### src/rtl/fb_write_arbiter_pkg.sv
// Shared definitions for the frame-buffer write arbiter: default geometry,
// FSM state encoding and the grant identifiers used for round-robin fairness.
package fb_pkg;

   localparam int FB_ADDR_W = 12;
   localparam int FB_DATA_W = 8;
   localparam int FB_DEPTH  = 4096;

   typedef enum logic {
      FB_IDLE,
      FB_FILL
   } fb_state_t;

   typedef enum logic {
      GNT_LOADER,
      GNT_FILL
   } fb_grant_t;

endpackage

### src/rtl/fb_write_arbiter_if.sv
// Bundles the loader valid/ready handshake and the frame-buffer write port.
// The master modport is the arbiter side; the slave modport is the side that
// supplies loader writes and observes the memory port.
interface fb_write_arbiter_if
   import fb_pkg::*;
#(
   parameter int ADDR_W = FB_ADDR_W,
   parameter int DATA_W = FB_DATA_W
) ();

   logic              LdValid;
   logic              LdReady;
   logic [ADDR_W-1:0] LdAddr;
   logic [DATA_W-1:0] LdData;
   logic [ADDR_W-1:0] MemAddress;
   logic [DATA_W-1:0] MemData;
   logic              MemWr;
   logic              MemClockEn;

   modport master (
      input  LdValid,
      input  LdAddr,
      input  LdData,
      output LdReady,
      output MemAddress,
      output MemData,
      output MemWr,
      output MemClockEn
   );

   modport slave (
      output LdValid,
      output LdAddr,
      output LdData,
      input  LdReady,
      input  MemAddress,
      input  MemData,
      input  MemWr,
      input  MemClockEn
   );

endinterface

### src/rtl/fb_write_arbiter_fill_counter.sv
// Fill address counter: steps through 0..DEPTH-1, one step per fill grant,
// and flags the final address so the arbiter knows when the fill ends.
module fb_fill_counter #(
   parameter int W     = 12,
   parameter int DEPTH = 4096
) (
   input  logic         clk,
   input  logic         rst_n,
   input  logic         clear,
   input  logic         enable,
   output logic [W-1:0] count,
   output logic         terminal
);

   localparam logic [W-1:0] LAST = W'(DEPTH - 1);

   // Clear wins over enable so a finishing or restarting fill always lands on 0.
   always_ff @(posedge clk or negedge rst_n) begin
      if (!rst_n) begin
         count <= '0;
      end else if (clear) begin
         count <= '0;
      end else if (enable) begin
         count <= count + W'(1);
      end
   end

   assign terminal = (count == LAST);

endmodule

### src/rtl/fb_write_arbiter.sv
// Frame-buffer write arbiter: owns the buffer's byte write port and shares it
// between the byte loader (valid/ready) and an internal whole-buffer fill
// engine. Loader and fill alternate when both want the port.
// Optional build macro FB_FILL_ABORT_EN adds a FillAbort input that cancels
// a running fill without a FillDone pulse.
module fb_write_arbiter
   import fb_pkg::*;
#(
   parameter int ADDR_W     = FB_ADDR_W,
   parameter int DATA_W     = FB_DATA_W,
   parameter int FILL_DEPTH = FB_DEPTH
) (
   input  logic              Clock,
   input  logic              ResetN,
   fb_write_arbiter_if.master bus,
   input  logic              FillStart,
   input  logic [DATA_W-1:0] FillData,
`ifdef FB_FILL_ABORT_EN
   input  logic              FillAbort,
`endif
   output logic              FillBusy,
   output logic              FillDone
);

   fb_state_t         state_q;
   fb_grant_t         last_grant_q;
   logic [DATA_W-1:0] fill_byte_q;
   logic [ADDR_W-1:0] fill_count;
   logic              fill_last;
   logic              ld_ready;
   logic              ld_grant;
   logic              fill_grant;
   logic              fill_abort;
   logic              start_accept;
   logic              cnt_clear;
   logic [ADDR_W-1:0] mem_addr_q;
   logic [DATA_W-1:0] mem_data_q;
   logic              mem_wr_q;

   // The loader is always welcome when idle; during a fill it only gets the
   // slot after the fill has had its turn, which gives strict alternation.
   assign ld_ready   = (state_q == FB_IDLE) || (last_grant_q == GNT_FILL);
   assign ld_grant   = bus.LdValid && ld_ready;

`ifdef FB_FILL_ABORT_EN
   assign fill_abort = FillAbort && (state_q == FB_FILL);
`else
   assign fill_abort = 1'b0;
`endif

   assign fill_grant   = (state_q == FB_FILL) && !ld_grant && !fill_abort;
   // A start request landing on the FillDone cycle belongs to the fill that
   // just finished and is dropped.
   assign start_accept = (state_q == FB_IDLE) && FillStart && !FillDone;
   assign cnt_clear    = start_accept || (fill_grant && fill_last) || fill_abort;

   fb_fill_counter #(
      .W     (ADDR_W),
      .DEPTH (FILL_DEPTH)
   ) u_counter (
      .clk      (Clock),
      .rst_n    (ResetN),
      .clear    (cnt_clear),
      .enable   (fill_grant),
      .count    (fill_count),
      .terminal (fill_last)
   );

   // Control FSM with registered fill status and round-robin grant memory.
   always_ff @(posedge Clock or negedge ResetN) begin
      if (!ResetN) begin
         state_q      <= FB_IDLE;
         last_grant_q <= GNT_LOADER;
         fill_byte_q  <= '0;
         FillBusy     <= 1'b0;
         FillDone     <= 1'b0;
      end else begin
         FillDone <= fill_grant && fill_last;
         if (ld_grant) begin
            last_grant_q <= GNT_LOADER;
         end else if (fill_grant) begin
            last_grant_q <= GNT_FILL;
         end
         case (state_q)
            FB_IDLE: begin
               if (start_accept) begin
                  state_q     <= FB_FILL;
                  fill_byte_q <= FillData;
                  FillBusy    <= 1'b1;
               end
            end
            FB_FILL: begin
               if (fill_abort || (fill_grant && fill_last)) begin
                  state_q  <= FB_IDLE;
                  FillBusy <= 1'b0;
               end
            end
            default: begin
               state_q  <= FB_IDLE;
               FillBusy <= 1'b0;
            end
         endcase
      end
   end

   // Memory port register: the granted write appears one cycle later, and
   // address/data hold their last value when nobody is granted.
   always_ff @(posedge Clock or negedge ResetN) begin
      if (!ResetN) begin
         mem_wr_q   <= 1'b0;
         mem_addr_q <= '0;
         mem_data_q <= '0;
      end else begin
         mem_wr_q <= ld_grant || fill_grant;
         if (ld_grant) begin
            mem_addr_q <= bus.LdAddr;
            mem_data_q <= bus.LdData;
         end else if (fill_grant) begin
            mem_addr_q <= fill_count;
            mem_data_q <= fill_byte_q;
         end
      end
   end

   assign bus.LdReady    = ld_ready;
   assign bus.MemAddress = mem_addr_q;
   assign bus.MemData    = mem_data_q;
   assign bus.MemWr      = mem_wr_q;
   assign bus.MemClockEn = mem_wr_q;

endmodule

### src/flat_wrapper.sv
// flat-port wrapper written by rule: the top's interface ports become plain ports
module fb_write_arbiter_flat import fb_pkg::*;
#(
   parameter int ADDR_W     = FB_ADDR_W,
   parameter int DATA_W     = FB_DATA_W,
   parameter int FILL_DEPTH = FB_DEPTH
)
  (Clock, ResetN, FillStart, FillData, FillBusy, FillDone, bus_LdValid, bus_LdAddr, bus_LdData, bus_LdReady, bus_MemAddress, bus_MemData, bus_MemWr, bus_MemClockEn);
  fb_write_arbiter_if #(.ADDR_W(ADDR_W), .DATA_W(DATA_W)) bus_i ();
  input  logic Clock;
  input  logic ResetN;
  input  logic FillStart;
  input  logic [DATA_W-1:0] FillData;
  output logic FillBusy;
  output logic FillDone;
  input wire logic [$bits(bus_i.LdValid)-1:0] bus_LdValid;
  input wire logic [$bits(bus_i.LdAddr)-1:0] bus_LdAddr;
  input wire logic [$bits(bus_i.LdData)-1:0] bus_LdData;
  output wire logic [$bits(bus_i.LdReady)-1:0] bus_LdReady;
  output wire logic [$bits(bus_i.MemAddress)-1:0] bus_MemAddress;
  output wire logic [$bits(bus_i.MemData)-1:0] bus_MemData;
  output wire logic [$bits(bus_i.MemWr)-1:0] bus_MemWr;
  output wire logic [$bits(bus_i.MemClockEn)-1:0] bus_MemClockEn;
  assign bus_i.LdValid = bus_LdValid;
  assign bus_i.LdAddr = bus_LdAddr;
  assign bus_i.LdData = bus_LdData;
  assign bus_LdReady = bus_i.LdReady;
  assign bus_MemAddress = bus_i.MemAddress;
  assign bus_MemData = bus_i.MemData;
  assign bus_MemWr = bus_i.MemWr;
  assign bus_MemClockEn = bus_i.MemClockEn;
  fb_write_arbiter #(.ADDR_W(ADDR_W), .DATA_W(DATA_W), .FILL_DEPTH(FILL_DEPTH)) u_core (.Clock(Clock), .ResetN(ResetN), .bus(bus_i), .FillStart(FillStart), .FillData(FillData), .FillBusy(FillBusy), .FillDone(FillDone));
endmodule
### config.mk
export PLATFORM = sky130hd
export DESIGN_NAME = fb_write_arbiter_flat
export DESIGN_NICKNAME = d
export VERILOG_FILES = /design/src/rtl/fb_write_arbiter_pkg.sv /design/src/rtl/fb_write_arbiter_if.sv /design/src/rtl/fb_write_arbiter_fill_counter.sv /design/src/rtl/fb_write_arbiter.sv /design/src/flat_wrapper.sv
export SDC_FILE = /design/constraint.sdc
export NUM_CORES = 1
export LEC_CHECK = 0
export CORE_UTILIZATION = 48
export CTS_CLUSTER_SIZE = 25
export DETAILED_ROUTE_END_ITERATION = 7
export PLACE_DENSITY = 0.79
export SYNTH_ARGS = -nofsm -noshare
export SYNTH_HDL_FRONTEND = slang
export SYNTH_SLANG_ARGS = --single-unit
### constraint.sdc
create_clock -name Clock -period 1.95 [get_ports Clock]
set_input_delay 0.39 -clock Clock [delete_from_list [all_inputs] [get_ports Clock]]
set_output_delay 0.39 -clock Clock [all_outputs]
set_load 0.05 [all_outputs]
==> results_dict.tcl, run 1 <==
set metrics [dict create \
    status "complete, no violations" \
    pin_count 57 \
    worstMarginPinSlew_ns 0.637 \
    slowest_delay_ns 0.81 \
    synth_cell_types 38 \
    max_freq_mhz 534 \
    met2_length_mm 2.40 \
    wl_per_cell_um 14.9 \
    cp-start-kind "flip-flop" \
    area_delta_synth_final_pct 35.2 \
    ys_ff_latch 45 \
    synth_top_area_share 0.529 \
    drt_wl_total_mm 4.80 \
    clock_path_buffers 2 \
    period_minus_slack_ns 1.87 \
    total_power_uw 3220 \
    nFillCells 320 \
    p_per_area_mw_per_mm2 1120 \
    synthesis.nets 241 \
    dr_total_vias 1758 \
    dieArea_mm2 0.00470 \
    yosysTopAreaCell "dfrtp_1" \
    cts_root_buf "clkbuf_8" \
    fin_crit_sh 0.960 \
    clk_latency_ns 0.30 \
    die_y_um 68.6 \
    cp_max_fo 2 \
    gp_congestion 0.840 \
    start_util 0.517 \
    dr_wl_met3_um 184 \
    syn_avg_cell_area_um2 10.2 \
    port-buffer-count 56 \
    overflow 0 \
    cts_tree "yes" \
    yosys_warnings 0 \
    path_buf_inv 1 \
    grt_pass1_wl_mm 7.85 \
    grt_max_degree 41 \
    cp_top_family "buffers and inverters" \
    ff2ff_path_depth 4 \
    detailed_place_hpwl_mm 3.33 \
    crit_type "reg2out" \
    track_usage 0.230 \
    antenna_found_initial 0 \
    slowest_stage "clkdlybuf4s50_1" \
    yosys-top-cells-area "dfrtp_1 (53%), mux2i_1 (9.4%), nand2_1 (5.6%), nor2_1 (5.6%), a21oi_1 (5.4%)" \
    drv_slew 0 \
    tns_ns 0 \
    cts_sinks 45 \
    dr.pass1.iters 4 \
    drc 0 \
    maxCapViolCount 0 \
    whs_ns 0.102 \
    finalSetupViolations 0 \
    finalHoldViolCount 0 \
    htree_levels 2 \
    antenna_cells 0 \
    grt_pass1_vias 1633 \
    drive_gt1_frac 0.117 \
    fin_skew_ns 0.00704 \
    synth_edf_count 0 \
    ys.flop_type "dfrtp_1" \
    crit_path_end_kind "output pin" \
    cts_buffers 5 \
    crit_arrival_ns 1.48 \
    final_antenna_net_count 0 \
    crit_cells 1 \
    cp.required_ns 1.56 \
    core_mm2 0.00412 \
    cts_resized 0 \
    wl_met1_mm 2.15 \
    drtIter0Drc 78 \
    hp-class "in2async" \
    netlist_instances 208 \
    vias_per_cell 5.44 \
    syn_area_mm2 0.00213 \
    die_x_um 68.6 \
    p_leak_uw 0.00141 \
    num_rows 23 \
    holdBufCountCts 0 \
    path_clk_slew_ns 0.08 \
    async_flop_share 1.00 \
    highest_layer "met4" \
    vdd_ir_drop_max_mv 0.794 \
    slew_headroom 0.575 \
    crit_chain "clkdlybuf4s50_1" \
    synth_seq_area_share 0.529 \
    rsz0062_at_grt "false" \
    cts_setup_buffers 0 \
    nets 305 \
]
## final timing paths
| path | startpoint | end | slack (ns) |
|---|---|---|---|
| max in group asynchronous | ResetN | u_core.bus.MemAddress[11] | 1.26 |
| min | ResetN | u_core.bus.MemAddress[2] | 0.10 |
| max reg2reg | u_core.u_counter.count[2] | u_core.u_counter.count[11] | 0.34 |
| min in group Clock | u_core.fill_byte_q[0] | u_core.fill_byte_q[0] | 0.48 |
| min reg2reg | u_core.fill_byte_q[0] | u_core.fill_byte_q[0] | 0.48 |
| max | u_core.bus.MemData[0] | bus_MemData[0] | 0.08 |
## layout by cell type, fill, tap and decap left out, types with 2 or more instances in the layout
master / instances
mux2i_1: 20
nor2_1: 32
nand3_1: 2
buf_4: 16
o2111ai_1: 3
o21ai_0: 5
dfrtp_1: 45
a21oi_1: 23
nand2_1: 32
o211ai_1: 2
clkdlybuf4s50_1: 53
xor2_1: 6
clkbuf_8: 6
or3_1: 2
o21ai_1: 2
and3_1: 2
## layer usage
layer,vias up,global-route usage
met1,857,0.302
met3,7,0.0444
met4,0,0.0859
met5,-,0
li1,849,-
met2,45,0.376
## per-stage QoR
step | instance area [µm²] | cells | util | worst slack (ns)
2_1_floorplan | 2130 | 208 | - | 0.370
3_3_place_gp | 2760 | 315 | 0.671 | 0.0831
3_5_place_dp | 2760 | 315 | 0.671 | 0.0386
4_1_cts | 2880 | 323 | 0.699 | 0.0647
5_1_grt | 2880 | 323 | 0.699 | 0.0406
6_report | 2880 | 323 | 0.699 | 0.0784
## flip-flops by register name, summed over array words and instances, names as in the netlist
name	count
u_core.bus.MemAddress	12
u_core.u_counter.count	12
u_core.bus.MemData	8
u_core.fill_byte_q	8
u_core.FillBusy	1
u_core.FillDone	1
u_core.bus.MemClockEn	1
u_core.last_grant_q	1
u_core.state_q	1
## kinds of logic (layout without fill, tap and decap cells)
logic type,Yosys count,count (layout),share of synthesized area
AND/OR/NAND/NOR,80,80,0.179
flip-flops,45,45,0.529
AO/OA/AOI/OAI,43,43,0.127
multiplexers,20,20,0.0941
buffers and inverters,13,78,0.0400
XOR/XNOR,6,6,0.0247
adder cells (fa/ha/maj),1,1,0.00588
## cells in the mapped netlist, types with 2 or more instances
library cell and n:
o21ai_0 5, mux2i_1 20, clkbuf_1 5, and3_1 2
xor2_1 6, nor2_1 32, nand3_1 2, o21ai_1 2
buf_2 2, buf_6 2, or3_1 2, buf_4 2
a21oi_1 23, nand2_1 32, o2111ai_1 3, o211ai_1 2
dfrtp_1 45
## power breakdown
part	total [µW]	internal (µW)	switching (µW)	leakage, µW
Sequential	1290	1140	149	0.000555
Combinational	1210	472	734	0.000797
Clock	726	418	309	0.0000585
Total	3220	2030	1190	0.00141
## layout make-up
class | count | area, µm² | share of cell area
Tap cell | 50 | 62.6 | 0.0217
Multi-Input combinational cell | 150 | 917 | 0.319
Clock buffer | 7 | 86.3 | 0.0300
Clock inverter | 1 | 30.0 | 0.0104
Sequential cell | 45 | 1130 | 0.391
Timing Repair Buffer | 70 | 656 | 0.228
(Power assumes the default switching activity.)
==> inputs of run 2 (changes only) <==
CORE_UTILIZATION = 62   (was 48)
DONT_BUFFER_PORTS = 1   (was not set)
PLACE_DENSITY = 0.78   (was 0.79)
==> results_dict.tcl, run 2 (synthesis gave the netlist of run 1 again) <==
set metrics [dict create \
    preCtsSetupSlack_ns 0.116 \
    die_x_um 60.6 \
    htree_levels 2 \
    cp-start-kind "flip-flop" \
    start_util 0.675 \
    final_antenna_net_count 0 \
    slowest_stage "dfrtp_1" \
    crit_top_cell "buf_4" \
    drc 0 \
    layout_commonest_cell "dfrtp_1" \
    status "complete, no violations" \
    vias_per_cell 5.88 \
    total_power_uw 2640 \
    drv_slew 0 \
    nFillCells 246 \
    cts_buffers 5 \
    overflow 0 \
    slowest_delay_ns 0.48 \
    core_mm2 0.00315 \
    area_delta_synth_final_pct 6.06 \
    grt_pass1_vias 1414 \
    finalHoldViolCount 0 \
    max_freq_mhz 555 \
    antenna_found_initial 0 \
    rsz0062_at_grt "false" \
    fin_skew_ns 0.0156 \
    port-buffer-count 0 \
    dp.cells 247 \
    layout_common_cells "dfrtp_1 (45), nand2_1 (32), nor2_1 (32)" \
    worstMarginPinSlew_ns 0.496 \
    nets 245 \
    vdd_ir_drop_max_mv 0.799 \
    antenna_cells 0 \
    crit_path_end_kind "output pin" \
    cts_sinks 45 \
    cts_tree "yes" \
    hp-class "in2reg" \
    gp_congestion 0.897 \
    drtIter0Drc 51 \
    slew_headroom 0.669 \
    p_leak_uw 0.00115 \
    maxCapViolCount 0 \
    fin_ws_ns 0.147 \
    grt_pass1_wl_mm 6.55 \
    drive_gt1_frac 0.122 \
    clk_latency_ns 0.36 \
    dr.pass1.iters 4 \
    detailed_place_hpwl_mm 3.00 \
    cts_setup_buffers 0 \
    track_usage 0.254 \
    wl_per_cell_um 15.9 \
    grt_max_degree 46 \
    clock_path_buffers 2 \
    p_per_area_mw_per_mm2 1170 \
    crit_arrival_ns 1.41 \
    cts_root_buf "clkbuf_4" \
    path_clk_slew_ns 0.13 \
    crit_type "reg2out" \
    crit_chain "buf_4 -> nand2b_1 -> buf_4" \
    die_y_um 60.6 \
    pin_count 57 \
    tns_ns 0 \
    period_minus_slack_ns 1.80 \
    cp_max_fo 12 \
    dr_total_vias 1510 \
    fin_crit_sh 0.925 \
    drt_wl_total_mm 4.08 \
    num_rows 20 \
    layout.cells.non_filler 257 \
    cp.required_ns 1.56 \
    finalSetupViolations 0 \
    dieArea_mm2 0.00367 \
]
[run 2: changes by cell type in the layout (fill, tap and decap cells not counted), moves of 5 or more]
cell,before,now
clkdlybuf4s50_1,53,0
buf_4,16,8
clkbuf_8,6,1
clkbuf_4,0,5
[run 2: repair_timing]
action                     in CTS  in global routing
hold buffers                    2                  0
resized for setup               0                  1
setup endpoints to repair       0                  7
hold endpoints to repair       45                  0
[run 2: path summary, 6_finish.rpt]
path                       slack (ns)  depth (start not counted)                         to                       from
max                              0.15                          3                bus_LdReady             u_core.state_q
min                              0.11                          1        u_core.last_grant_q                bus_LdValid
max reg2reg                      0.25                          5  u_core.u_counter.count[2]  u_core.u_counter.count[0]
min in group asynchronous        0.52                          2   u_core.bus.MemAddress[2]                     ResetN
min reg2reg                      0.50                          2      u_core.fill_byte_q[0]      u_core.fill_byte_q[0]
max in group asynchronous        1.21                          2            u_core.FillDone                     ResetN
[run 2: critical path, delay by kind of cell (launching register included)]
kind                   cells  cell delay [ns]
and+or+nand+nor            1             0.11
DFF                        1             0.48
buffers and inverters      2             0.47
[run 2: area by class of cell]
class                      instances  area [µm²]  share of cell area
timing repair buffer              10        90.1              0.0399
clock inverter                     2        13.8             0.00610
tap                               44        55.1              0.0244
multi-input combinational        150         921               0.408
sequential                        45        1130               0.499
clock buffer                       6        51.3              0.0227
[run 2: power breakdown]
group          leakage [µW]  total (µW)  internal, µW  switching, µW
Clock             0.0000382         468           176            292
Sequential         0.000555        1700          1130            563
Combinational      0.000561         476           211            265
[run 2: metrics by stage]
stage	cell area (µm²)	utilization	hold WS, ns
finish	2260	0.716	0.111
global route	2260	0.716	0.0894
CTS	2250	0.715	0.102
detailed placement	2160	0.685	0.0955
global placement	2160	0.685	0.0954
floorplan	2130	-	0.0944
[run 2: per-layer routing]
layer,vias to the layer above,routed length (µm),GRT usage
met4,0,56,0.0974
met2,55,1910,0.394
met3,7,300,0.0746
li1,728,-,-
met5,-,0,0
met1,720,1810,0.339
